==> src/rtl/simon_pkg.sv <==
// Shared types and constants for the Simon 64/128 key schedule.
// Holds no logic, so it adds no latency and applies no backpressure.
package simon_pkg;

    localparam int WORD_W = 32;

    typedef logic [WORD_W-1:0]   word_t;
    typedef word_t               rkey_t;
    typedef logic [4*WORD_W-1:0] key_t;

    localparam word_t C_CONST = 32'hFFFFFFFC;

    // Ascending range, so Z3[0] is the leftmost character of the sequence string.
    localparam logic [0:61] Z3 = 62'b11011011101011000110010111100000010010001010011100110100001111;

    typedef enum logic [1:0] {IDLE, LOAD, RUN, DONE} ks_state_t;

    function automatic word_t ror(input word_t x, input int unsigned s);
        return (x >> s) | (x << (WORD_W - s));
    endfunction

endpackage

==> src/rtl/simon_key_expand.sv <==
// Combinational m=4 Simon key expansion step that produces the next k3 word.
// Zero latency; it has no handshake and no backpressure.
module simon_key_expand
    import simon_pkg::*;
(
    input  word_t k0,
    input  word_t k1,
    input  word_t k3,
    input  logic  z,
    output word_t knew
);

    word_t tmp_a;
    word_t tmp_b;

    assign tmp_a = ror(k3, 3) ^ k1;
    assign tmp_b = tmp_a ^ ror(tmp_a, 1);
    assign knew  = C_CONST ^ {{(WORD_W-1){1'b0}}, z} ^ k0 ^ tmp_b;

endmodule

==> src/rtl/simon_key_sched.sv <==
// Simon 64/128 round-key sequencer: start -> LOAD (1 cycle) -> NROUNDS round cycles -> DONE (1 cycle).
// No backpressure; start is ignored while busy, and every output decodes registered state only.
module simon_key_sched
    import simon_pkg::*;
#(
    parameter int NROUNDS = 44
)
(
    input  logic  clk,
    input  logic  rst,
    input  logic  start,
    input  key_t  key,
    output logic  load,
    output logic  compute,
    output rkey_t rkey,
    output logic  busy,
    output logic  done
);

    localparam logic [5:0] LAST_ROUND = 6'(NROUNDS - 1);

    ks_state_t  state;
    ks_state_t  state_nxt;
    word_t      k0, k1, k2, k3;
    word_t      knew;
    logic [5:0] round;
    logic       z_bit;

    // When NROUNDS is 62, round reaches 62 after the final shift; keep the index in range there.
    assign z_bit = (round < 6'd62) ? Z3[round] : 1'b0;

    simon_key_expand u_expand (
        .k0   (k0),
        .k1   (k1),
        .k3   (k3),
        .z    (z_bit),
        .knew (knew)
    );

    always_comb begin
        state_nxt = state;
        case (state)
            IDLE:    if (start) state_nxt = LOAD;
            LOAD:    state_nxt = RUN;
            RUN:     if (round == LAST_ROUND) state_nxt = DONE;
            DONE:    state_nxt = IDLE;
            default: state_nxt = IDLE;
        endcase
    end

    always_ff @(posedge clk or posedge rst) begin
        if (rst) begin
            state <= IDLE;
            k0    <= '0;
            k1    <= '0;
            k2    <= '0;
            k3    <= '0;
            round <= '0;
        end else begin
            state <= state_nxt;
            case (state)
                IDLE: begin
                    if (start) begin
                        {k3, k2, k1, k0} <= key;
                        round            <= '0;
                    end
                end
                RUN: begin
                    k0    <= k1;
                    k1    <= k2;
                    k2    <= k3;
                    k3    <= knew;
                    round <= round + 6'd1;
                end
                default: ;
            endcase
        end
    end

    assign load    = (state == LOAD);
    assign compute = (state == RUN);
    assign done    = (state == DONE);
    assign busy    = (state != IDLE);
    assign rkey    = k0;

endmodule

==> config.mk <==
export PLATFORM = sky130hd
export DESIGN_NAME = simon_key_sched
export DESIGN_NICKNAME = d
export VERILOG_FILES = /design/src/rtl/simon_pkg.sv /design/src/rtl/simon_key_expand.sv /design/src/rtl/simon_key_sched.sv
export SDC_FILE = /design/constraint.sdc
export NUM_CORES = 1
export LEC_CHECK = 0
export BUFFER_PORTS_ARGS = -buffer_cell sky130_fd_sc_hd__buf_2
export CORE_MARGIN = 5
export CORE_UTILIZATION = 52
export DETAILED_ROUTE_END_ITERATION = 8
export PLACE_DENSITY = 0.77
export SLEW_MARGIN = 20
export SYNTH_ARGS = -nofsm -noshare
export SYNTH_HDL_FRONTEND = slang
export SYNTH_SLANG_ARGS = --single-unit
export TNS_END_PERCENT = 10
==> constraint.sdc <==
create_clock -name clk -period 5.01 [get_ports clk]
set_input_delay 1.002 -clock clk [delete_from_list [all_inputs] [get_ports clk]]
set_output_delay 1.002 -clock clk [all_outputs]
set_load 0.005 [all_outputs]
## Word level (Yosys, flattened, before mapping)

Memory sizes are Yosys's and may differ from the RTL's.
Index checks and enable logic that the tools add are counted.

| storage, ports and cells | value |
|---|---|
| bits in registers | 136 |
| bits in read-only memories | 64 |
| bits of input ports | 131 |
| output and inout bits | 36 |
| logic and storage cells | 44 |
| memories | 1 |

| operators by class | value |
|---|---|
| $add $sub $neg | 1 |
| order comparisons | 2 |
| equality and inequality tests | 6 |
| mux-type cells | 16 |
| bitwise gates (word level) | 7 |
| reduce and logical (&&, ||, !) cells | 5 |

Memory list:

| memory | words | bits a word | read ports | clocked after Yosys merged registers in | wr ports | RTL line | text |
|---|---|---|---|---|---|---|---|
| (no name shown) | 64 | 1 | 1 | 0 | 0 | simon_key_sched.sv:30 | `assign z_bit = (round < 6'd62) ? Z3[round] : 1'b0;` |

Operators with widths:

| cell | count |
|---|---|
| $pmux 32 s2 | 4 |
| $mux 32 | 4 |
| $xor 32x32->32 | 4 |
| $or 29x32->32 | 1 |
| $or 31x32->32 | 1 |
| $pmux 6 s2 | 1 |
| $pmux 2 s4 | 1 |
| $ge 7x7->1 const B | 1 |
| $not 6->7 | 1 |
| $add 6x1->6 const B | 1 |
| $eq 6x6->1 const B | 1 |
| $lt 6x6->1 const B | 1 |
| $mux 6 | 1 |
| $eq 2x2->1 const B | 2 |
| $mux 2 | 2 |
| $reduce_and 2->1 | 2 |
| $reduce_bool 2->1 | 2 |
| $mux 1 | 3 |
| $eq 2x1->1 const B | 1 |
| $logic_not 2->1 | 1 |
| $ne 2x1->1 const B | 1 |
| $ne 2x2->1 const B | 1 |

## Longest topological paths before layout

Gate-level depths: netlist of the first run.

| logic depth | value |
|---|---|
| word-level depth | 8 |
| mapped depth | 8 |
| gate-level depth less buffers | 7 |

## By module

A second synthesis of the first run with hierarchy kept.

| unflattened totals | value |
|---|---|
| cells, all modules | 702 |
| area, all modules | 7,666.1 um^2 |

Modules (own cells, without submodules):

| module | instances | cells each | area an instance (um^2) | seq. area each (um^2) |
|---|---|---|---|---|
| simon_key_sched | 1 | 633 | 6,557.5 | 3,403.3 |
| simon_key_expand | 1 | 69 | 1,108.6 | 0.0 |

## Least setup slack after synthesis of the first run

Ideal clock, no wire load.

| timing | value |
|---|---|
| path type | flip-flop to output port |
| start point | register state[0] |
| end point | output port busy |
| arrival time | 1,034 ps |
| required time | 4,008 ps |
| path slack | 2,974 ps |
| cell stages (with the launch flop) | 5 |
| buffers on the path | 1 |
| cells stage by stage | dfrtp_1 inv_1 ha_1 clkbuf_1 inv_1 |

| between the ends | value |
|---|---|
| word-level cells in the longest chain between the ends | 1 |

Ends and longest elaborated chain:

| element | RTL line | text |
|---|---|---|
| from (decl) | simon_key_sched.sv:22 | `ks_state_t state;` |
| from (signal assigned) | simon_key_sched.sv:60 | `state <= state_nxt;` |
| $reduce_bool 2->1 | simon_key_sched.sv:83 | `assign busy = (state != IDLE);` |
| to (decl) | simon_key_sched.sv:16 | `output logic busy,` |

No other way between the ends.

## Worst setup path after layout of the first run

| timing | value |
|---|---|
| start point | register state[0] |
| end point | register round[4] |

| between the ends | value |
|---|---|
| word-level cells in the longest chain between the ends | 3 |
| elaborated cells between the ends (all ways) | 6 |
| those cells by class | eq/ne: 2; mux: 1; reduce/logical: 3 |

Ends and longest elaborated chain:

| element | RTL line | text |
|---|---|---|
| $eq 2x2->1 or $logic_not 2->1 (tied branches) | simon_key_sched.sv:61 | `case (state)` |
| $reduce_bool 2->1 (no source line) or $ne 2x2->1 (tied branches) | n/a |  |
| $reduce_and 2->1 (no source line) | n/a |  |
| to (signal assigned) | simon_key_sched.sv:73 | `round <= round + 6'd1;` |
| to (decl) | simon_key_sched.sv:26 | `logic [5:0] round;` |

Several ways; a longest one is shown, not always the timed one.
A chain may end at the register's enable or synchronous reset.

==> results of run 1 <==
==> layout make-up <==
| class | instances | area share |
|---|---|---|
| multi-input combinational | 511 | 0.405 |
| sequential | 136 | 0.390 |
| timing repair buffer | 173 | 0.105 |
| clock buffer | 24 | 0.0552 |
| tap | 180 | 0.0258 |
| clock inverter | 8 | 0.0136 |
| inverter | 10 | 0.00488 |
==> registers in the layout, indices dropped and copies added (netlist names) <==
name and cells:
state 2, round 6, k1 32, k2 32, k3 32, rkey 32
==> worst register-to-register path: cells and delay by family, from the launching register on <==
kind | cells | cell delay [ns]
buffers and inverters | 2 | 0.74
flip-flops | 1 | 0.40
XOR/XNOR | 1 | 0.18
adder cells (fa/ha/maj) | 1 | 0.39
AO/OA/AOI/OAI | 1 | 0.23
AND/OR/NAND/NOR | 3 | 0.69
==> cells in the mapped netlist, types with 2 or more instances <==
cell type,count,share of area
a21oi_1,129,0.090
buf_2,23,0.016
buf_4,3,0.0031
clkbuf_1,18,0.0094
dfrtp_1,136,0.47
ha_1,11,0.019
inv_1,10,0.0052
mux2_2,2,0.0031
mux2i_1,96,0.13
nand2_1,7,0.0037
nand2b_1,2,0.0017
nand3_1,2,0.0014
nand4_1,3,0.0026
nor2_1,100,0.052
o21ai_0,8,0.0056
o22a_1,8,0.0097
o22ai_1,31,0.027
xnor2_1,92,0.11
xor2_1,5,0.0061
==> stage by stage <==
step	instances	hold WS [ns]	util	setup slack [ns]
2_1_floorplan	704	0.495	-	0.369
3_3_place_gp	1009	0.510	0.590	2.15
3_5_place_dp	1009	0.519	0.590	2.13
4_1_cts	1041	0.530	0.634	2.24
5_1_grt	1042	0.546	0.636	2.08
6_report	1042	0.529	0.636	2.26
==> cells by family after synthesis <==
kind of cell / Yosys count / share of synthesized area
muxes: 100 / 0.142
DFF: 136 / 0.473
and+or+nand+nor: 118 / 0.0654
buffers and inverters: 57 / 0.0386
adders and majority gates: 11 / 0.0191
xor gates and xnor gates: 98 / 0.120
AOI/OAI and AO/OA: 184 / 0.141
==> worst max-delay path by stage <==
| stage | endpoint | slack, ns | start |
|---|---|---|---|
| finish | round[4]$_DFFE_PP0P_ | 2.26 | state[0]$_DFFE_PP0P_ |
| global route | round[4]$_DFFE_PP0P_ | 2.08 | state[0]$_DFFE_PP0P_ |
| CTS | round[4]$_DFFE_PP0P_ | 2.24 | state[0]$_DFFE_PP0P_ |
| detailed placement | round[4]$_DFFE_PP0P_ | 2.13 | start |
| global placement | round[4]$_DFFE_PP0P_ | 2.15 | start |
| floorplan | k1[0]$_DFFE_PP0P_ | 0.37 | rst |
==> per-layer routing <==
layer | part of all wire | vias up | GRT usage
met5 | 0 | - | 0
met1 | 0.45 | 2676 | 0.298
li1 | - | 2743 | -
met3 | 0.060 | 19 | 0.0550
met4 | 0.016 | 0 | 0.0749
met2 | 0.47 | 152 | 0.324
==> where the power goes <==
part	leakage (µW)	total, µW	internal (µW)	switching, µW
Sequential	0.00151	2190	1670	515
Combinational	0.00189	3810	1820	1990
Clock	0.000298	1280	820	458
==> flow_summary.ini, run 1 <==
[power_and_ir_drop]
leakagePower_uw = 0.00369
ir_worst_vdd_uv = 428
p_per_area_nw_per_um2 = 833
power_uw = 7270

[global_route]
grt_max_degree = 134
grt_overflow = 0
first_global_vias = 5501
grt_use_total = 0.213
grt_pass1_wl_mm = 27.7
antenna_found_initial = 0

[setup_path]
path_buf_inv = 2
worst-path-max-fanout = 87
max_stage_delay_ns = 0.63
crit_family = buffers and inverters
worst_ep_required_time_ns = 5.30
worst-path-stages = 8
r2r_slack_ns = 2.26
worst_path_max_delay_cell = buf_4
end_kind = flip-flop
rr_worst_depth = 8
critPathLaunchType = flip-flop
r2r_end = round[4]$_DFFE_PP0P_
crit_type = flip-flop to flip-flop
cp_cell_sequence = inv_1, ha_1, nand2b_1, o21a_4, buf_4, nand4_1, xor2_1, nor2_1
crit_arrival_ns = 3.04
r2r_start = state[0]$_DFFE_PP0P_

[yosys]
synth_edf_count = 0
yosys_warnings = 0
synth_seq_cells = 136
ys_seq_area_frac = 0.473
syn-num-nets = 846
syn-instance-count = 704
async_reset_ff_frac = 1.00
syn_area_um2 = 7200
avgSynthCellArea_um2 = 10.2
ys_types = 37
ys.flop_type = dfrtp_1

[timing]
finalHoldViolations = 0
period_minus_slack_ns = 2.75
fmax_ghz = 0.364
rsz0062_at_grt = no
setup_viol = 0
min_period_over_period = 0.549
drv_slew = 0
tns_ns = 0
relSlewSlack = 0.292
worst_pin_slew_ns = 1.06
clock_skew_ns = 0.0108

[placement]
gp_congestion = 0.828
postPlaceCellArea_um2 = 8100
io_buffers = 166
dp_hpwl_mm = 11.6

[flow_run]
cap_violations = 0

[finish]
syn_to_final_growth_pct = 21.2
drive_gt1_frac = 0.244
fin_nets = 991
fillCellCount = 1138
multi_input_area_um2 = 3540
antenna_cells = 0
seq_area_um2 = 3400
final_cell_mix = buf_2 (166), dfrtp_1 (136), a21oi_1 (129), nor2_1 (100), mux2i_1 (96)
postLayoutCellArea_um2 = 8720
final_common_cell = buf_2

[drt]
dr_total_vias = 5590
drtPass1Iterations = 4
ant_nets = 0
dr.first_iter.drc_count = 349
routed_wl_mm = 17.0
post_drt_wl_per_cell_um = 16.4
drc_errors = 0
viasPerCell = 5.36

[floorplan]
dieArea_um2 = 16300
rows = 43
core_um2 = 13700
fp.dieH_um = 128
start_util = 0.525
io_pins = 167
fp.dieW_um = 128

[cts]
postCtsSetupBuffers = 0
clockBufferDepth = 2
clock-sinks = 136
clk-insertion-delay-late_ns = 0.42
cts_hold_buf = 0
cts_resized = 0
path_clk_slew_ns = 0.06
cts_root_buf = clkbuf_16
htree_levels = 4
cts_tree = built
numCtsBuffers = 17

[run_status]
status = finished clean

[min_path]
hold_end = k2[17]$_DFFE_PP0P_
min-delay-start = k2[17]$_DFFE_PP0P_
hp-class = flip-flop to flip-flop
hold_path_depth = 2
(Power assumes the default switching activity.)
==> run 2: changes to the inputs <==
--- a/config.mk
+++ b/config.mk
@@ -7,7 +7,7 @@
 export LEC_CHECK = 0
 export BUFFER_PORTS_ARGS = -buffer_cell sky130_fd_sc_hd__buf_2
 export CORE_MARGIN = 5
-export CORE_UTILIZATION = 52
+export CORE_UTILIZATION = 49
 export DETAILED_ROUTE_END_ITERATION = 8
 export PLACE_DENSITY = 0.77
 export SLEW_MARGIN = 20
==> constraint.sdc (replaced) <==
create_clock -name clk -period 2.4 [get_ports clk]
set_input_delay 0.48 -clock clk [delete_from_list [all_inputs] [get_ports clk]]
set_output_delay 0.48 -clock clk [all_outputs]
set_load 0.005 [all_outputs]
==> run 2 against run 1 <==
Sequential share of layout area fell by 0.45 points. Clock skew down 0.0039 ns. Clock power rose by 98%. Flip-flop and latch count did not move. Final area is 1.2% higher. Routed wire length rose by 2.4%. First-iteration DRC count fell by 8.6%. Critical path type is now flip-flop to primary output. Critical endpoint is now busy. Largest power group unchanged. Highest routed layer unchanged.
==> flow_summary.ini, run 2 (synthesis results as in run 1) <==
[setup_path]
path_buf_inv = 4
crit_family = buffers and inverters
crit_type = flip-flop to primary output
end_kind = primary output
crit_top_cell = inv_1
worst_path_max_delay_cell = dfrtp_1
crit_arrival_ns = 1.60
critPathLaunchType = flip-flop
max_stage_delay_ns = 0.41
worst_ep_required_time_ns = 1.92
cp_cell_sequence = inv_1, ha_1, buf_4, inv_1, buf_2
worst-path-max-fanout = 11

[floorplan]
start_util = 0.497
dieArea_um2 = 17200
fp.dieW_um = 131
rows = 44
fp.dieH_um = 131
io_pins = 167
core_um2 = 14500

[drt]
routed.top_layer = met4
ant_nets = 0
drc_errors = 0
dr.first_iter.drc_count = 319
dr_total_vias = 5599
route.met2.wl_mm = 8.13
routed_wl_mm = 17.5
post_drt_wl_per_cell_um = 16.6
met1_length_mm = 8.05
wl_met3_mm = 1.01
drtPass1Iterations = 4
viasPerCell = 5.32

[cts]
cts_root_buf = clkbuf_16
cts_resized = 0
htree_levels = 4
postCtsSetupBuffers = 0
cts_hold_buf = 0
numCtsBuffers = 17
clock-sinks = 136
clockBufferDepth = 2
path_clk_slew_ns = 0.05
clk-insertion-delay-late_ns = 0.42
cts_tree = built

[timing]
drv_slew = 0
period_minus_slack_ns = 2.08
relSlewSlack = 0.602
rsz0062_at_grt = no
setup_viol = 0
finalHoldViolations = 0
tns_ns = 0
worst_pin_slew_ns = 0.596
fmax_ghz = 0.480
clock_skew_ns = 0.00691
min_period_over_period = 0.867

[power_and_ir_drop]
ir_worst_vdd_uv = 858
p_per_area_nw_per_um2 = 1720
leakagePower_uw = 0.00373

[global_route]
first_global_vias = 5664
antenna_found_initial = 0
grt_pass1_wl_mm = 29.1
grt_max_degree = 129
grt_use_total = 0.205
grt_overflow = 0

[finish]
syn_to_final_growth_pct = 22.6
post-route-util = 0.610
fillCellCount = 1246
final_cell_mix = buf_2 (166), dfrtp_1 (136), a21oi_1 (129), nor2_1 (100), mux2i_1 (96)
drive_gt1_frac = 0.248
final_common_cell = buf_2
antenna_cells = 0
fin_nets = 1000

[min_path]
hp-class = input port to async pin

[run_status]
status = finished clean

[placement]
io_buffers = 166
gp_congestion = 0.794
dp_hpwl_mm = 12.6

[flow_run]
cap_violations = 0
[run 2: cell types whose count changed in the layout (fill, tap and decap cells not counted), moves of 2 or more]
cell,change
clkinv_2,-3
buf_12,+7
clkinv_4,-2
buf_4,+3
[run 2: metal layers]
layer  global-route usage  vias up
met4               0.0647        0
li1                     -     2761
met3               0.0505       22
met1                0.289     2652
met2                0.313      164
met5                    0        -
[run 2: worst register-to-register path, cell delays in order, from the launching register on]
cell and delay, ns:
dfrtp_1 0.45, inv_1 0.14, ha_1 0.34, mux2_4 0.27
mux2_2 0.27, o221ai_2 0.18, a211o_2 0.15, nand3_1 0.05
[run 2: worst paths after layout]
kind / slack [ns] / startpoint / end / cells after the start
max: 0.32 / state[0]$_DFFE_PP0P_ / busy / 5
min: 0.13 / rst / k2[7]$_DFFE_PP0P_ / 2
max reg2reg: 0.44 / round[0]$_DFFE_PP0P_ / k3[0]$_DFFE_PP0P_ / 7
min reg2reg: 0.52 / k2[21]$_DFFE_PP0P_ / k2[21]$_DFFE_PP0P_ / 2
max in group asynchronous: 1.69 / rst / rkey[21]$_DFFE_PP0P_ / 3
min in group clk: 0.35 / key[118] / k3[22]$_DFFE_PP0P_ / 3
[run 2: report_power, final]
group / internal, µW / total, µW / switching, µW
Clock: 1620 / 2540 / 916
Sequential: 3490 / 4570 / 1080
Combinational: 3920 / 8110 / 4190
[run 2: area by class of cell]
type	count	area, µm²	area share
tap	184	230	0.0261
multi-input combinational	511	3540	0.401
sequential	136	3400	0.386
inverter	10	41.3	0.00468
timing repair buffer	182	1050	0.119
clock buffer	26	499	0.0566
clock inverter	3	65.1	0.00737
[run 2: through the flow]
| stage | hold slack [ns] | cell area, µm² | std cells | total power, µW | worst slack (ns) |
|---|---|---|---|---|---|
| 2_1_floorplan | 0.495 | 7200 | 704 | 10900 | 0.227 |
| 3_3_place_gp | 0.510 | 8260 | 1023 | 12500 | 0.465 |
| 3_5_place_dp | 0.518 | 8260 | 1023 | 12700 | 0.433 |
| 4_1_cts | 0.128 | 8830 | 1052 | 15300 | 0.289 |
| 5_1_grt | 0.161 | 8830 | 1052 | 16400 | 0.250 |
| 6_report | 0.129 | 8830 | 1052 | 15200 | 0.318 |
==> run 3: changes to the inputs <==
==> constraint.sdc (replaced) <==
create_clock -name clk -period 2.4 [get_ports clk]
set_input_delay 0.48 -clock clk [delete_from_list [all_inputs] [get_ports clk]]
set_output_delay 0.48 -clock clk [all_outputs]
set_load 0.1 [all_outputs]
==> run 3 against run 2 <==
Clock skew decreased by 0.00051 ns. Highest routed layer unchanged. Final area is 0.31% higher. Sequential share of layout area is 0.12 points lower. Non-clock buffer count is 2 lower. Critical path depth down 1. Critical endpoint unchanged. Flip-flop and latch count stayed put. Via count up 1.9%.
==> flow_summary.ini, run 3 (synthesis results as in run 1) <==
[cts]
clock-sinks = 136
cts_tree = built
cts_hold_buf = 0
postCtsSetupBuffers = 0
clockBufferDepth = 2
clk-insertion-delay-late_ns = 0.41
path_clk_slew_ns = 0.05
numCtsBuffers = 17
cts_root_buf = clkbuf_16
htree_levels = 4
cts_resized = 0

[timing]
setup_viol = 0
rsz0062_at_grt = no
worst_slack_ns = 0.175
worst_pin_slew_ns = 0.729
period_minus_slack_ns = 2.23
clock_skew_ns = 0.00640
drv_slew = 0
relSlewSlack = 0.514
finalHoldViolations = 0
min_period_over_period = 0.927
fmax_ghz = 0.449

[finish]
antenna_cells = 0
post-route-util = 0.612
fin_nets = 998
syn_to_final_growth_pct = 23.0
fillCellCount = 1219
postLayoutCellArea_um2 = 8850
drive_gt1_frac = 0.252
final_cell_mix = buf_2 (165), dfrtp_1 (136), a21oi_1 (129), nor2_1 (100), mux2i_1 (96)
final_common_cell = buf_2

[floorplan]
dieArea_um2 = 17200
fp.dieH_um = 131
rows = 44
fp.dieW_um = 131
core_um2 = 14500
start_util = 0.497
io_pins = 167

[global_route]
grt_use_total = 0.205
grt_max_degree = 137
first_global_vias = 5792
antenna_found_initial = 0
grt_pass1_wl_mm = 29.1
grt_overflow = 0

[setup_path]
worst_ep_required_time_ns = 1.92
max_stage_delay_ns = 0.43
r2r_end = k3[8]$_DFFE_PP0P_
rr_worst_depth = 7
worst-path-max-fanout = 6
worst_path_max_delay_cell = buf_2
crit_type = flip-flop to primary output
r2r_start = state[0]$_DFFE_PP0P_
cp_cell_sequence = inv_1, ha_1, inv_1, buf_2
end_kind = primary output
critPathLaunchType = flip-flop
crit_arrival_ns = 1.75
crit_top_cell = inv_1
r2r_slack_ns = 0.43

[drt]
post_drt_wl_per_cell_um = 16.8
routed_wl_mm = 17.6
dr_total_vias = 5705
drc_errors = 0
ant_nets = 0
viasPerCell = 5.42
drtPass1Iterations = 4
dr.first_iter.drc_count = 324

[min_path]
hp-class = input port to async pin

[placement]
gp_congestion = 0.804
dp_slack_ns = 0.422
io_buffers = 166
postPlaceCellArea_um2 = 8230
dp_hpwl_mm = 12.5

[flow_run]
cap_violations = 0

[run_status]
status = finished clean
[run 3: cell count changes in the layout (fill, tap and decap cells not counted), sizes merged]
cell	delta
clkbuf	-4
clkinv	+4
buf	-2
bufinv	+2
[run 3: worst max-delay path: cells and delay by family (launching register included)]
kind	cells	cell delay, ns
flip-flops	1	0.39
buffers and inverters	3	0.64
adder cells (fa/ha/maj)	1	0.29
[run 3: layout make-up]
type	instances	area, µm²	area share
Clock buffer	22	484	0.0547
Clock inverter	9	145	0.0164
Inverter	10	41.3	0.00466
Multi-Input combinational cell	511	3540	0.399
Sequential cell	136	3400	0.384
Tap cell	184	230	0.0260
Timing Repair Buffer	180	1010	0.114
[run 3: how the worst max path moves through the flow]
stage                         startpoint                  to  slack [ns]
floorplan           state[0]$_DFFE_PP0P_  k1[26]$_DFFE_PP0P_       -0.03
global placement    round[0]$_DFFE_PP0P_   k3[0]$_DFFE_PP0P_        0.48
detailed placement  state[0]$_DFFE_PP0P_   k3[8]$_DFFE_PP0P_        0.42
CTS                 state[0]$_DFFE_PP0P_                busy        0.15
global route        state[0]$_DFFE_PP0P_                busy        0.08
finish              state[0]$_DFFE_PP0P_                busy        0.17
[run 3: metrics by stage]
stage          instances  TNS [ns]  hold slack, ns
2_1_floorplan        704     -1.41           0.495
3_3_place_gp        1021         0           0.508
3_5_place_dp        1021         0           0.517
4_1_cts             1052         0           0.322
5_1_grt             1052         0           0.334
6_report            1052         0           0.277
[run 3: metal layers]
metal / track usage / share of wire
met5: 0 / 0
met4: 0.0612 / 0.012
met3: 0.0547 / 0.062
met2: 0.316 / 0.47
met1: 0.286 / 0.46
Power of run 3 is not shown: default switching activity piles up to over one toggle a cycle in this logic, so the estimate is an artifact.
